`config.mk`:
```
export PLATFORM = sky130hd
export DESIGN_NAME = lcd_sync_lock
export DESIGN_NICKNAME = d
export VERILOG_FILES = /design/src/rtl/lcd_sync_lock.sv
export SDC_FILE = /design/constraint.sdc
export NUM_CORES = 1
export LEC_CHECK = 0
export ABC_CLOCK_PERIOD_IN_PS = 11350
export BUFFER_PORTS_ARGS = -buffer_cell sky130_fd_sc_hd__buf_2
export CELL_PAD_IN_SITES_DETAIL_PLACEMENT = 0
export CELL_PAD_IN_SITES_GLOBAL_PLACEMENT = 2
export CORE_ASPECT_RATIO = 0.6
export CORE_MARGIN = 4
export CORE_UTILIZATION = 40
export CTS_CLUSTER_SIZE = 12
export DETAILED_ROUTE_END_ITERATION = 10
export PLACE_DENSITY_LB_ADDON = 0.1
export SLEW_MARGIN = 10
export SYNTH_ARGS = -nofsm -noshare
export SYNTH_HDL_FRONTEND = slang
export SYNTH_SLANG_ARGS = --single-unit
```
`constraint.sdc`:
```
create_clock -name iw_clk -period 11.35 [get_ports iw_clk]
set_clock_uncertainty 0.05 [all_clocks]
set_input_delay 2.27 -clock iw_clk [delete_from_list [all_inputs] [get_ports iw_clk]]
set_output_delay 2.27 -clock iw_clk [all_outputs]
set_load 0.05 [all_outputs]
```
`src/rtl/lcd_sync_lock.sv`:
```
// lcd_sync_lock
//   Front end of the LCD-to-VGA path. Samples the raw LCD sync and 1-bit RGB
//   on the pixel clock, drops sync edges that arrive too soon after the last
//   accepted one, measures the frame period and declares lock once enough
//   consecutive periods agree within a tolerance.
// Ports
//   iw_clk, iw_rst          pixel clock, asynchronous active-high reset
//   iw_sync                 raw LCD sync
//   iw_r0/g0/b0             raw pixel bits
//   ow_r0/g0/b0             pixel bits delayed two cycles (aligned with ow_frame_start)
//   ow_frame_start          one-cycle pulse per accepted sync edge
//   ow_locked               high while locked
//   ow_lock_lost            one-cycle pulse when leaving the locked state
//   ow_period               reference frame period in clock ticks
module lcd_sync_lock #(
  parameter int          P_CNT_W       = 20,
  parameter int          P_MIN_PERIOD  = 1000,
  parameter int          P_TOL         = 8,
  parameter int          P_LOCK_FRAMES = 3,
  parameter int unsigned P_TIMEOUT     = (1 << 20) - 1
) (
  input  logic               iw_clk,
  input  logic               iw_rst,
  input  logic               iw_sync,
  input  logic               iw_r0,
  input  logic               iw_g0,
  input  logic               iw_b0,
  output logic               ow_r0,
  output logic               ow_g0,
  output logic               ow_b0,
  output logic               ow_frame_start,
  output logic               ow_locked,
  output logic               ow_lock_lost,
  output logic [P_CNT_W-1:0] ow_period
);

  localparam int MC_W = $clog2(P_LOCK_FRAMES + 1);
  localparam logic [P_CNT_W-1:0] TMO  = P_CNT_W'(P_TIMEOUT);
  localparam logic [P_CNT_W-1:0] MINP = P_CNT_W'(P_MIN_PERIOD);
  localparam logic [P_CNT_W:0]   TOL  = (P_CNT_W + 1)'(P_TOL);
  localparam logic [MC_W-1:0]    LOCKN = MC_W'(P_LOCK_FRAMES);

  typedef enum logic [1:0] {SEARCH, ACQUIRE, LOCKED} state_t;

  state_t             state_q, state_d;
  logic [MC_W-1:0]    mcnt_q, mcnt_d;
  logic [P_CNT_W-1:0] cnt_q, cnt_d;
  logic [P_CNT_W-1:0] per_q, per_d;
  logic               s1_q, s2_q;
  logic [2:0]         rgb1_q, rgb2_q;
  logic               fs_q, locked_q, lost_q, lost_d;

  logic               sync_edge, acc, tmo, match;
  logic [P_CNT_W-1:0] period;
  logic [P_CNT_W:0]   diff, adiff;

  assign sync_edge = s1_q & ~s2_q;
  assign tmo       = (cnt_q == TMO);
  // Saturated counter: the period never wraps past the timeout value.
  assign period    = tmo ? TMO : cnt_q + 1'b1;
  assign acc       = sync_edge && ((state_q == SEARCH) || (period >= MINP));

  // One extra bit keeps the signed difference of two unsigned periods exact.
  assign diff  = {1'b0, period} - {1'b0, per_q};
  assign adiff = diff[P_CNT_W] ? (~diff + 1'b1) : diff;
  assign match = (adiff <= TOL);

  always_comb begin
    state_d = state_q;
    mcnt_d  = mcnt_q;
    per_d   = per_q;
    lost_d  = 1'b0;
    cnt_d   = acc ? '0 : (tmo ? cnt_q : cnt_q + 1'b1);
    unique case (state_q)
      SEARCH: begin
        if (acc) begin
          state_d = ACQUIRE;
          mcnt_d  = '0;
        end
      end
      ACQUIRE: begin
        if (acc) begin
          per_d = period;
          if (mcnt_q == '0) begin
            mcnt_d = MC_W'(1);
            if (LOCKN == MC_W'(1)) state_d = LOCKED;
          end else if (match) begin
            mcnt_d = mcnt_q + 1'b1;
            if (mcnt_q + 1'b1 == LOCKN) state_d = LOCKED;
          end else begin
            mcnt_d = MC_W'(1);
          end
        end else if (tmo) begin
          state_d = SEARCH;
          mcnt_d  = '0;
        end
      end
      LOCKED: begin
        if (acc) begin
          per_d = period;  // track slow drift while locked
          if (!match) begin
            state_d = ACQUIRE;
            mcnt_d  = MC_W'(1);
            lost_d  = 1'b1;
          end
        end else if (tmo) begin
          state_d = SEARCH;
          mcnt_d  = '0;
          lost_d  = 1'b1;
        end
      end
      default: begin
        state_d = SEARCH;
        mcnt_d  = '0;
      end
    endcase
  end

  always_ff @(posedge iw_clk or posedge iw_rst) begin
    if (iw_rst) begin
      state_q  <= SEARCH;
      mcnt_q   <= '0;
      cnt_q    <= '0;
      per_q    <= '0;
      s1_q     <= 1'b0;
      s2_q     <= 1'b0;
      rgb1_q   <= '0;
      rgb2_q   <= '0;
      fs_q     <= 1'b0;
      locked_q <= 1'b0;
      lost_q   <= 1'b0;
    end else begin
      state_q  <= state_d;
      mcnt_q   <= mcnt_d;
      cnt_q    <= cnt_d;
      per_q    <= per_d;
      s1_q     <= iw_sync;
      s2_q     <= s1_q;
      rgb1_q   <= {iw_r0, iw_g0, iw_b0};
      rgb2_q   <= rgb1_q;
      fs_q     <= acc;
      // From next state so lock rises together with the locking frame start.
      locked_q <= (state_d == LOCKED);
      lost_q   <= lost_d;
    end
  end

  assign {ow_r0, ow_g0, ow_b0} = rgb2_q;
  assign ow_frame_start        = fs_q;
  assign ow_locked             = locked_q;
  assign ow_lock_lost          = lost_q;
  assign ow_period             = per_q;

endmodule

```
# Word level (Yosys, flattened, before mapping)
# Index checks and enable logic that the tools add are counted.
dict set report totals {
  mem_bits_rw 0
  rom_bits 0
  out_inout_bits 26
  elab_cells 60
  regBits 55
  latchBits 0
  n_memories 0
  in_bits 6
}
dict set report classes {
  bitwise 3
  mul 0
  addsub 4
  n_reduce_logical 7
  n_shift 0
  n_lt_le_gt_ge 2
  n_eq_ne 8
  mux 25
  n_div 0
}
# op n
set ops {}
lappend ops {{$mux 20} 3}
lappend ops {{$mux 2} 15}
lappend ops {{$add 21x1->21 const B} 1}
lappend ops {{$le 21x4->1 const B} 1}
lappend ops {{$mux 21} 1}
lappend ops {{$not 21->21} 1}
lappend ops {{$sub 20x20->21} 1}
lappend ops {{$add 20x1->20 const B} 1}
lappend ops {{$eq 20x20->1 const B} 1}
lappend ops {{$ge 20x10->1 const B} 1}
lappend ops {{$pmux 2 s3} 2}
lappend ops {{$eq 2x2->1 const B} 3}
lappend ops {{$logic_not 2->1} 2}
lappend ops {{$mux 1} 4}
lappend ops {{$ne 2x2->1 const B} 2}
lappend ops {{$reduce_and 2->1} 2}
lappend ops {{$ne 3x3->1 const B} 1}
lappend ops {{$add 2x1->2 const B} 1}
lappend ops {{$eq 2x1->1 const B} 1}
lappend ops {{$reduce_or 2->1} 1}
lappend ops {{$and 1x1->1} 1}
lappend ops {{$logic_and 1x1->1} 1}
lappend ops {{$logic_or 1x1->1} 1}
lappend ops {{$not 1->1} 1}

# Logic depth before layout (Yosys ltp)
# Gate-level depths: netlist of run 1.
dict set report depth {
  ltp_word 12
  mapped_depth 21
  depth_no_buf 20
}

# Least setup slack after synthesis of run 1
# OpenSTA, ideal clock, no wires.
dict set report synth_timing {
  kind {reg2reg}
  startpoint {register cnt_q[12]}
  endpoint {register state_q[1]}
  t_arrival_ns 5.220
  setup_ns 0.092
  setup_slack_ns 5.988
  path_buffers 2
  synth_period_minus_slack_ns 5.362
  required_ns 11.208
  stages_incl_launch_ff 21
  cell_sequence {dfrtp_1 > clkbuf_1 > nand4_1 > or3_1 > nor4_1 > clkbuf_1 > nor2_1 > inv_1 > ha_1 > a21o_1 > a221o_1 > a21o_2 > a21o_1 > o32a_4 > nor3b_1 > o21ai_0 > a2111o_2 > nor4_4 > nand3_1 > a21boi_1 > o31ai_2}
}
dict set report synth_via {
  elab_chain_cells 11
  elab_cells_between_ends 19
  classes_between {add/sub (3); order compare (2); eq/ne (1); mux (10); bitwise (1); reduce/logical (2)}
}
# item line_no
set synth_lines {}
lappend synth_lines {{start, declared} 47} ;# logic [P_CNT_W-1:0] cnt_q, cnt_d;
lappend synth_lines {{start signal, assigned} 135} ;# cnt_q <= cnt_d;
lappend synth_lines {{$eq 20x20->1 (*)} 58} ;# assign tmo = (cnt_q == TMO);
lappend synth_lines {{$mux 20 (*)} 60} ;# assign period = tmo ? TMO : cnt_q + 1'b1;
lappend synth_lines {{named net period[4]} 54} ;# logic [P_CNT_W-1:0] period;
lappend synth_lines {{$sub 20x20->21} 64} ;# assign diff = {1'b0, period} - {1'b0, per_q};
lappend synth_lines {{$not 21->21} 65} ;# assign adiff = diff[P_CNT_W] ? (~diff + 1'b1) : diff;
lappend synth_lines {{$add 21x1->21} 65}
lappend synth_lines {{$mux 21} 65}
lappend synth_lines {{$le 21x4->1} 66} ;# assign match = (adiff <= TOL);
lappend synth_lines {{$mux 2} 87} ;# end else if (match) begin
lappend synth_lines {{$mux 2} 84} ;# if (mcnt_q == '0) begin
lappend synth_lines {{$mux 2} 82} ;# if (acc) begin
lappend synth_lines {{$pmux 2 s3 (*)} 74} ;# unique case (state_q)
lappend synth_lines {{named net state_d[1]} 45} ;# state_t state_q, state_d;
lappend synth_lines {{end signal, assigned} 133} ;# state_q <= state_d;
lappend synth_lines {{end, declared} 45}
# The timed path passes the listed nets; every way through them passes the cells marked *.
# A chain may end at the register's enable or synchronous reset.

# Worst setup path in the final report of run 1
dict set report layout_timing {
  startpoint {register cnt_q[0]}
  endpoint {register state_q[1]}
}
dict set report layout_via {
  elab_chain_cells 11
  elab_cells_between_ends 19
  classes_between {add/sub (3); order compare (2); eq/ne (1); mux (10); bitwise (1); reduce/logical (2)}
}
# item line_no
set layout_lines {}
lappend layout_lines {{$add 20x1->20 or $eq 20x20->1 (tied branches)} {60, 58}}
lappend layout_lines {{$mux 20 (*)} 60}
lappend layout_lines {{named net period[13]} 54}
lappend layout_lines {{$sub 20x20->21} 64}
lappend layout_lines {{$not 21->21} 65}
lappend layout_lines {{$add 21x1->21} 65}
lappend layout_lines {{$mux 21} 65}
lappend layout_lines {{$le 21x4->1} 66}
lappend layout_lines {{$mux 2} 87}
lappend layout_lines {{$mux 2} 84}
lappend layout_lines {{$mux 2} 82}
lappend layout_lines {{$pmux 2 s3 (*)} 74}
lappend layout_lines {{named net state_d[1]} 45}
# Marks and branches as above.

==> results of run 1 <==
## sequential cells by signal, indices dropped and copies added, names as in the netlist
signal	cells
state_q	2
s1_q	1
rgb1_q	3
ow_lock_lost	1
s2_q	1
ow_period	20
ow_frame_start	1
ow_locked	1
mcnt_q	2
cnt_q	20
rgb2_q	3
## report_power, final
part	total (W)	internal, W	switching [W]	leakage [nW]
combinational	0.000855	0.000287	0.000569	1.60
clock	0.000152	0.0000808	0.0000716	0.0696
sequential	0.000279	0.000235	0.0000431	0.709
## cell usage in the layout, fill, tap and decap left out, drive strengths merged, types with 4 or more instances in the layout
cell and n:
xnor2 20, inv 47, and3 11, nor2b 8
dfrtp 55, xor2 6, nand4 16, a21oi 44
or4 4, a211oi 7, or3 8, a2111oi 5
clkbuf 5, ha 27, a221oi 4, nand2 47
buf 33, nor3b 4, a211o 4, mux2 4
and2 15, nor3 22, nand3 19, a31oi 12
o21ai 27, o31ai 4, a21o 8, nor2 69
nor4 12, a311oi 4, o21a 4
## worst paths after layout
path	endpoint	slack, ns	cells after the start
worst max-delay path	state_q[1]	4.83	18
worst min-delay path	rgb2_q[0]	0.30	0
worst max register to register	state_q[1]	4.83	18
worst min register to register	rgb2_q[0]	0.30	0
max in group asynchronous	s1_q	8.63	3
min in group asynchronous	ow_frame_start	2.11	3
## per-stage QoR
step | total power, W | cells | util
floorplan | 0.000942 | 601 | -
global placement | 0.00111 | 767 | 0.439
detailed placement | 0.00112 | 767 | 0.439
CTS | 0.00128 | 774 | 0.451
global route | 0.00140 | 774 | 0.452
finish | 0.00129 | 774 | 0.452
## cell families (layout without fill, tap and decap cells)
family / count (synthesis) / in the layout / share of synthesized area
AOI/OAI and AO/OA: 159 / 159 / 0.236
xor gates and xnor gates: 26 / 26 / 0.0505
adders and majority gates: 28 / 28 / 0.0744
buffers and inverters: 74 / 87 / 0.0632
DFF: 55 / 55 / 0.286
muxes: 7 / 7 / 0.0156
and+or+nand+nor: 252 / 252 / 0.274
## synth_stat cells, types with 5 or more instances
cell type	instances	area [sq um]
a31oi_1	12	75.1
nor3_1	21	105
xor2_1	5	43.8
xnor2_1	19	166
buf_2	9	45.0
nand2_1	47	176
o21ai_0	26	130
nor4_1	9	56.3
a21oi_1	44	220
and3_1	10	62.6
nand4_1	16	100
a211oi_1	6	45.0
inv_1	47	176
or3_1	8	50.1
ha_1	27	338
dfrtp_1	55	1380
clkbuf_1	14	52.6
and2_1	13	81.3
nor2_1	69	259
nor2b_1	8	50.1
a21o_1	7	52.6
nand3_1	19	95.1
## critical path, cell delays in order (launching register included)
cell and delay [ns]:
dfrtp_1 0.40, ha_1 0.30, nand4_1 0.42, or4_1 0.82, and2_1 0.26, inv_1 0.06, ha_1 0.36, a21oi_1 0.26
o21ai_0 0.20, a221oi_1 0.56, and2_1 0.52, xnor2_1 0.21, o31ai_1 0.14, nor3b_1 0.16, a2111o_2 0.53, nor4_4 0.60
nand3_1 0.18, a21boi_1 0.20, o31ai_2 0.18
## cell type report
class                           count  area share
Sequential cell                    55       0.264
Timing Repair Buffer               33      0.0327
Inverter                           47      0.0339
Clock inverter                      2     0.00264
Multi-Input combinational cell    472       0.604
Tap cell                          160      0.0384
Clock buffer                        5      0.0240
## metal layers
layer | vias to the layer above | global-route usage | share of wire
li1 | 2213 | - | -
met2 | 147 | 0.258 | 0.37
met3 | 15 | 0.0621 | 0.090
met1 | 2132 | 0.330 | 0.54
met4 | 0 | 0.0168 | 0.0056
met5 | - | 0 | 0
==> results by group, run 1 <==
Synth
  • Mapped Nets: 635
  • Async set or reset register ratio after synthesis: 1.00
  • Post-synthesis sequential area ratio: 0.286
  • Syn_area_per_cell: 8.00 sq um
  • Synth cell types: 84
  • Post-Syn Area: around 4800 sq um
  • Post-Syn Instances: roughly 600
  • Dominant synthesized flop cell: dfrtp_1
  • Post-synth EDFFs: 0
  • FF+latch count, synth: 55
  • Yosys warning count: 0

STA
  • Setup violations, final: 0
  • Setup TNS: 0 ns
  • Hold Worst Slack: 0.301 ns
  • Final Hold Viols: 0
  • Tmin final: ~6.5 ns
  • Slew Viols, Final: 0
  • Achievable Freq: 0.153 GHz
  • Max-slew headroom: 0.415
  • RSZ-0062 raised after global routing: false
  • PnR worst setup slack: 4.83 ns
  • Crit share post-route: 0.574
  • Slew @ Worst Pin: 0.856 ns

Clock tree
  • TritonCTS clock tree: built
  • Worst skew pair latency: 0.29 ns
  • Post-CTS Setup Bufs: 0
  • H-tree levels: 2
  • Worst-path clk slew: 0.07 ns
  • CTS buffer count: 5
  • Post-cts sizing count: 0
  • # clock sinks: 55
  • Hold-fix buffers, CTS: 0
  • Maximum clock path buffer count: 2
  • Clk root buf: clkbuf_16

Floorplanning
  • Starting density of the core: 0.417
  • Die Wd: 150 microns
  • Core footprint: 11,500 sq um
  • Die ar.: 13,900 sq um
  • IO Count: 32
  • Die Span Y: a little over 90 microns
  • Row count: 30

Layout
  • Antenna diode count: 0
  • Post-Layout Inst Area: 5210 sq um
  • Area of the multi-input gates: about 3100 sq um
  • Share of cells above drive strength 1: 0.111
  • Fin nets: roughly 650
  • P&R area growth vs syn: 8.24%
  • Register area: 1380 sq um
  • Number of fill cells: between 1,000 and 1,500

Place
  • Post-DP HPWL: 10,700 microns
  • Gpl congestion: approximately 1.0
  • Worst slack, placed: approximately 4.8 ns
  • Port Buf Inserts: 31
  • Post-DP Area: 5060 sq um

Power and ir drop
  • Leak Pwr: 2.38 nW
  • Max IR drop VDD: 0.0926 mV
  • Pwr dens: 247 nW/um^2

Worst setup path
  • Largest fanout on the critical path: 12
  • CP Launch Point: cnt_q[0]
  • Crit path capture type: flop
  • Critical Setup Path Class: flop to flop
  • RR Startpoint: cnt_q[0]
  • CP Launch Type: flop
  • Worst Path Required: 11.50 ns
  • Worst path arrival time: about 6.7 ns

Worst hold path
  • HP Start: rgb1_q[0]
  • Hold Path Class: flop to flop

Routing
  • ANT nets after route: 0
  • DRC Markers: 0
  • Via count: ~4,500
  • Vias/cell: 5.82
  • 1st-pass router iterations: 6
  • Routed Wire Length: ~14,000 microns
  • Starting DRT DRC Count: 424
  • WL per Instance: 17.6 microns

Run
  • Max cap viols: 0

Global routing
  • Initial antenna violation count: 0
  • All-Layer GR Usage: 0.201
  • Vias in the first global route: ~4,100
  • Largest net degree at the start of global routing: 56
  • Global-route wire length before repair: 22,300 microns
  • Grt total ovfl: 0

Run status
  • Outcome: completed
Note: power is estimated with default switching activity, not from simulation.
==> run 2: changes to the inputs <==
--- a/config.mk
+++ b/config.mk
@@ -5,13 +5,14 @@
 export SDC_FILE = /design/constraint.sdc
 export NUM_CORES = 1
 export LEC_CHECK = 0
-export ABC_CLOCK_PERIOD_IN_PS = 11350
+export ABC_AREA = 1
+export ABC_CLOCK_PERIOD_IN_PS = 6550
 export BUFFER_PORTS_ARGS = -buffer_cell sky130_fd_sc_hd__buf_2
 export CELL_PAD_IN_SITES_DETAIL_PLACEMENT = 0
 export CELL_PAD_IN_SITES_GLOBAL_PLACEMENT = 2
 export CORE_ASPECT_RATIO = 0.6
 export CORE_MARGIN = 4
-export CORE_UTILIZATION = 40
+export CORE_UTILIZATION = 34
 export CTS_CLUSTER_SIZE = 12
 export DETAILED_ROUTE_END_ITERATION = 10
 export PLACE_DENSITY_LB_ADDON = 0.1
==> constraint.sdc (replaced) <==
create_clock -name iw_clk -period 6.55 [get_ports iw_clk]
set_clock_uncertainty 0.05 [all_clocks]
set_input_delay 1.31 -clock iw_clk [delete_from_list [all_inputs] [get_ports iw_clk]]
set_output_delay 1.31 -clock iw_clk [all_outputs]
set_load 0.05 [all_outputs]
==> run 2 against run 1 <==
Core utilization down 5.9 points. Critical path depth increased by 15. Highest routed layer unchanged. Critical endpoint is now mcnt_q[1]. Area after synthesis is 3.1% higher. Largest cell class unchanged.
==> results by group, run 2 <==
Clock tree
  • Post-cts sizing count: 0
  • CTS buffer count: 5
  • Post-CTS Setup Bufs: 0
  • Worst skew pair latency: approximately 0.3 ns
  • Hold-fix buffers, CTS: 0
  • Maximum clock path buffer count: 2
  • Worst-path clk slew: 0.08 ns
  • TritonCTS clock tree: built
  • Clk root buf: clkbuf_16
  • # clock sinks: 55
  • H-tree levels: 2

STA
  • Slew @ Worst Pin: 0.735 ns
  • RSZ-0062 raised after global routing: false
  • Achievable Freq: 0.183 GHz
  • Hold Worst Slack: 0.301 ns
  • Max-slew headroom: 0.510
  • Slew Viols, Final: 0
  • Tmin final: roughly 5.5 ns
  • Final Hold Viols: 0
  • Setup violations, final: 0
  • Crit share post-route: 0.832
  • Setup TNS: 0 ns

Synth
  • Synth cell types: 32
  • Async set or reset register ratio after synthesis: 1.00
  • Post-synthesis sequential area ratio: 0.277
  • Synth area leaders: dfrtp_1 28%, nand2_1 20%, inv_1 8.4%
  • Post-synth top area share: 0.277
  • Post-Syn Instances: 798
  • FF+latch count, synth: 55
  • Post-synth top cells: 264 x nand2_1, 111 x inv_1, 80 x nand3_1, 79 x nor2_1, 55 x dfrtp_1
  • Leading area contributor after synthesis: dfrtp_1
  • Dominant synthesized flop cell: dfrtp_1
  • Post-Syn Area: between 4000 and 5000 sq um
  • Syn_area_per_cell: 6.22 sq um
  • Count leader, synth: nand2_1
  • Yosys warning count: 0
  • Mapped Nets: 832
  • Post-synth EDFFs: 0

Worst setup path
  • Register-to-Register Path Depth: 33
  • Largest fanout on the critical path: 30
  • Top cell by count, worst path: nand2_1
  • Worst path arrival time: between 5 and 6 ns
  • CP Launch Type: flop
  • Crit path capture type: flop
  • CP max stage delay: roughly 0.50 ns
  • CP max-delay cell: fa_1
  • Worst Path Required: 6.69 ns
  • Critical Setup Path Class: flop to flop

Global routing
  • Grt total ovfl: 0
  • Vias in the first global route: roughly 4,600
  • All-Layer GR Usage: 0.197
  • Largest net degree at the start of global routing: 56
  • Initial antenna violation count: 0
  • Global-route wire length before repair: 25,700 microns

Run
  • Max cap viols: 0

Layout
  • Register area: ~1400 sq um
  • Layout Utilization: 0.393
  • Fin nets: 861
  • Antenna diode count: 0
  • Number of fill cells: ~1,600
  • Most frequent cells in the layout: 264 x nand2_1, 110 x inv_1, 80 x nand3_1, 78 x nor2_1, 55 x dfrtp_1
  • Share of cells above drive strength 1: 0.115
  • Commonest non-fill, non-tap cell in the layout: nand2_1
  • P&R area growth vs syn: 10.5%
  • Area of the multi-input gates: 3050 sq um

Floorplanning
  • IO Count: 32
  • Core footprint: 14,000 sq um
  • Die Span Y: 102 microns
  • Die Wd: 164 microns
  • Row count: 33
  • Starting density of the core: 0.355
  • Die ar.: ~17,000 sq um

Routing
  • Via count: 5,013
  • Routed Wire Length: 15,700 microns
  • WL per Instance: 15.4 microns
  • Vias/cell: 4.91
  • ANT nets after route: 0
  • 1st-pass router iterations: 6
  • Starting DRT DRC Count: 494
  • DRC Markers: 0

Run status
  • Outcome: completed

Place
  • Port Buf Inserts: 31
  • Post-DP HPWL: about 13,000 microns
  • Gpl congestion: 0.895

Worst hold path
  • Hold Path Class: flop to flop
  • Hold path cells: 0
run 2: changes by cell type after synthesis, sizes merged, moves of 13 or more:
cell and change:
a21oi -18, and2 -13, nor2 +22, nand3 +66
xnor2 -17, inv +78, nor3 -15, nand2 +234
run 2: critical path, delay by kind of cell, from the launching register on:
kind | cells | cell delay (ns)
adders and majority gates | 3 | 1.01
buffers and inverters | 3 | 0.40
and+or+nand+nor | 26 | 3.35
DFF | 1 | 0.43
AOI/OAI and AO/OA | 1 | 0.07
run 2: final cells by class:
class	count	share of cell area
clock buffers	5	0.0228
clock inverters	3	0.00845
inverters	127	0.0870
multi-input cells	605	0.556
flip-flops and latches	55	0.251
well taps	192	0.0438
repair buffers	33	0.0311
run 2: path summary, 6_finish.rpt:
check / slack, ns / startpoint / end
worst min register to register: 0.30 / rgb1_q[0] / rgb2_q[0]
worst max register to register: 1.10 / cnt_q[0] / mcnt_q[1]
worst max-delay path: 1.10 / cnt_q[0] / mcnt_q[1]
worst min-delay path: 0.30 / rgb1_q[0] / rgb2_q[0]
min in group asynchronous: 1.13 / iw_rst / ow_locked
max in group asynchronous: 4.80 / iw_rst / cnt_q[9]
run 2: cells by family after synthesis:
group           after synthesis  synth area share
compound gates               73            0.0799
xor+xnor                     10            0.0177
fa+ha+maj                    28            0.0721
buf+inv                     138             0.109
flops                        55             0.277
simple gates                494             0.444
run 2: metrics by stage:
stage / area (sq um) / setup WS [ns] / cells
floorplan: 4960 / 2.78 / 798
global placement: 5310 / 1.28 / 1012
detailed placement: 5310 / 1.20 / 1012
CTS: 5480 / 1.19 / 1020
global route: 5480 / 0.605 / 1020
finish: 5480 / 1.10 / 1020
run 2: metal layers:
layer / GRT usage / up-vias / part of all wire
li1: - / 2585 / -
met1: 0.344 / 2254 / 0.58
met2: 0.247 / 167 / 0.34
met3: 0.0329 / 7 / 0.072
met4: 0.0193 / 0 / 0.0022
met5: 0 / - / 0
Power of run 2 is not shown: default switching activity piles up to over one toggle a cycle in this logic, so the estimate is an artifact.
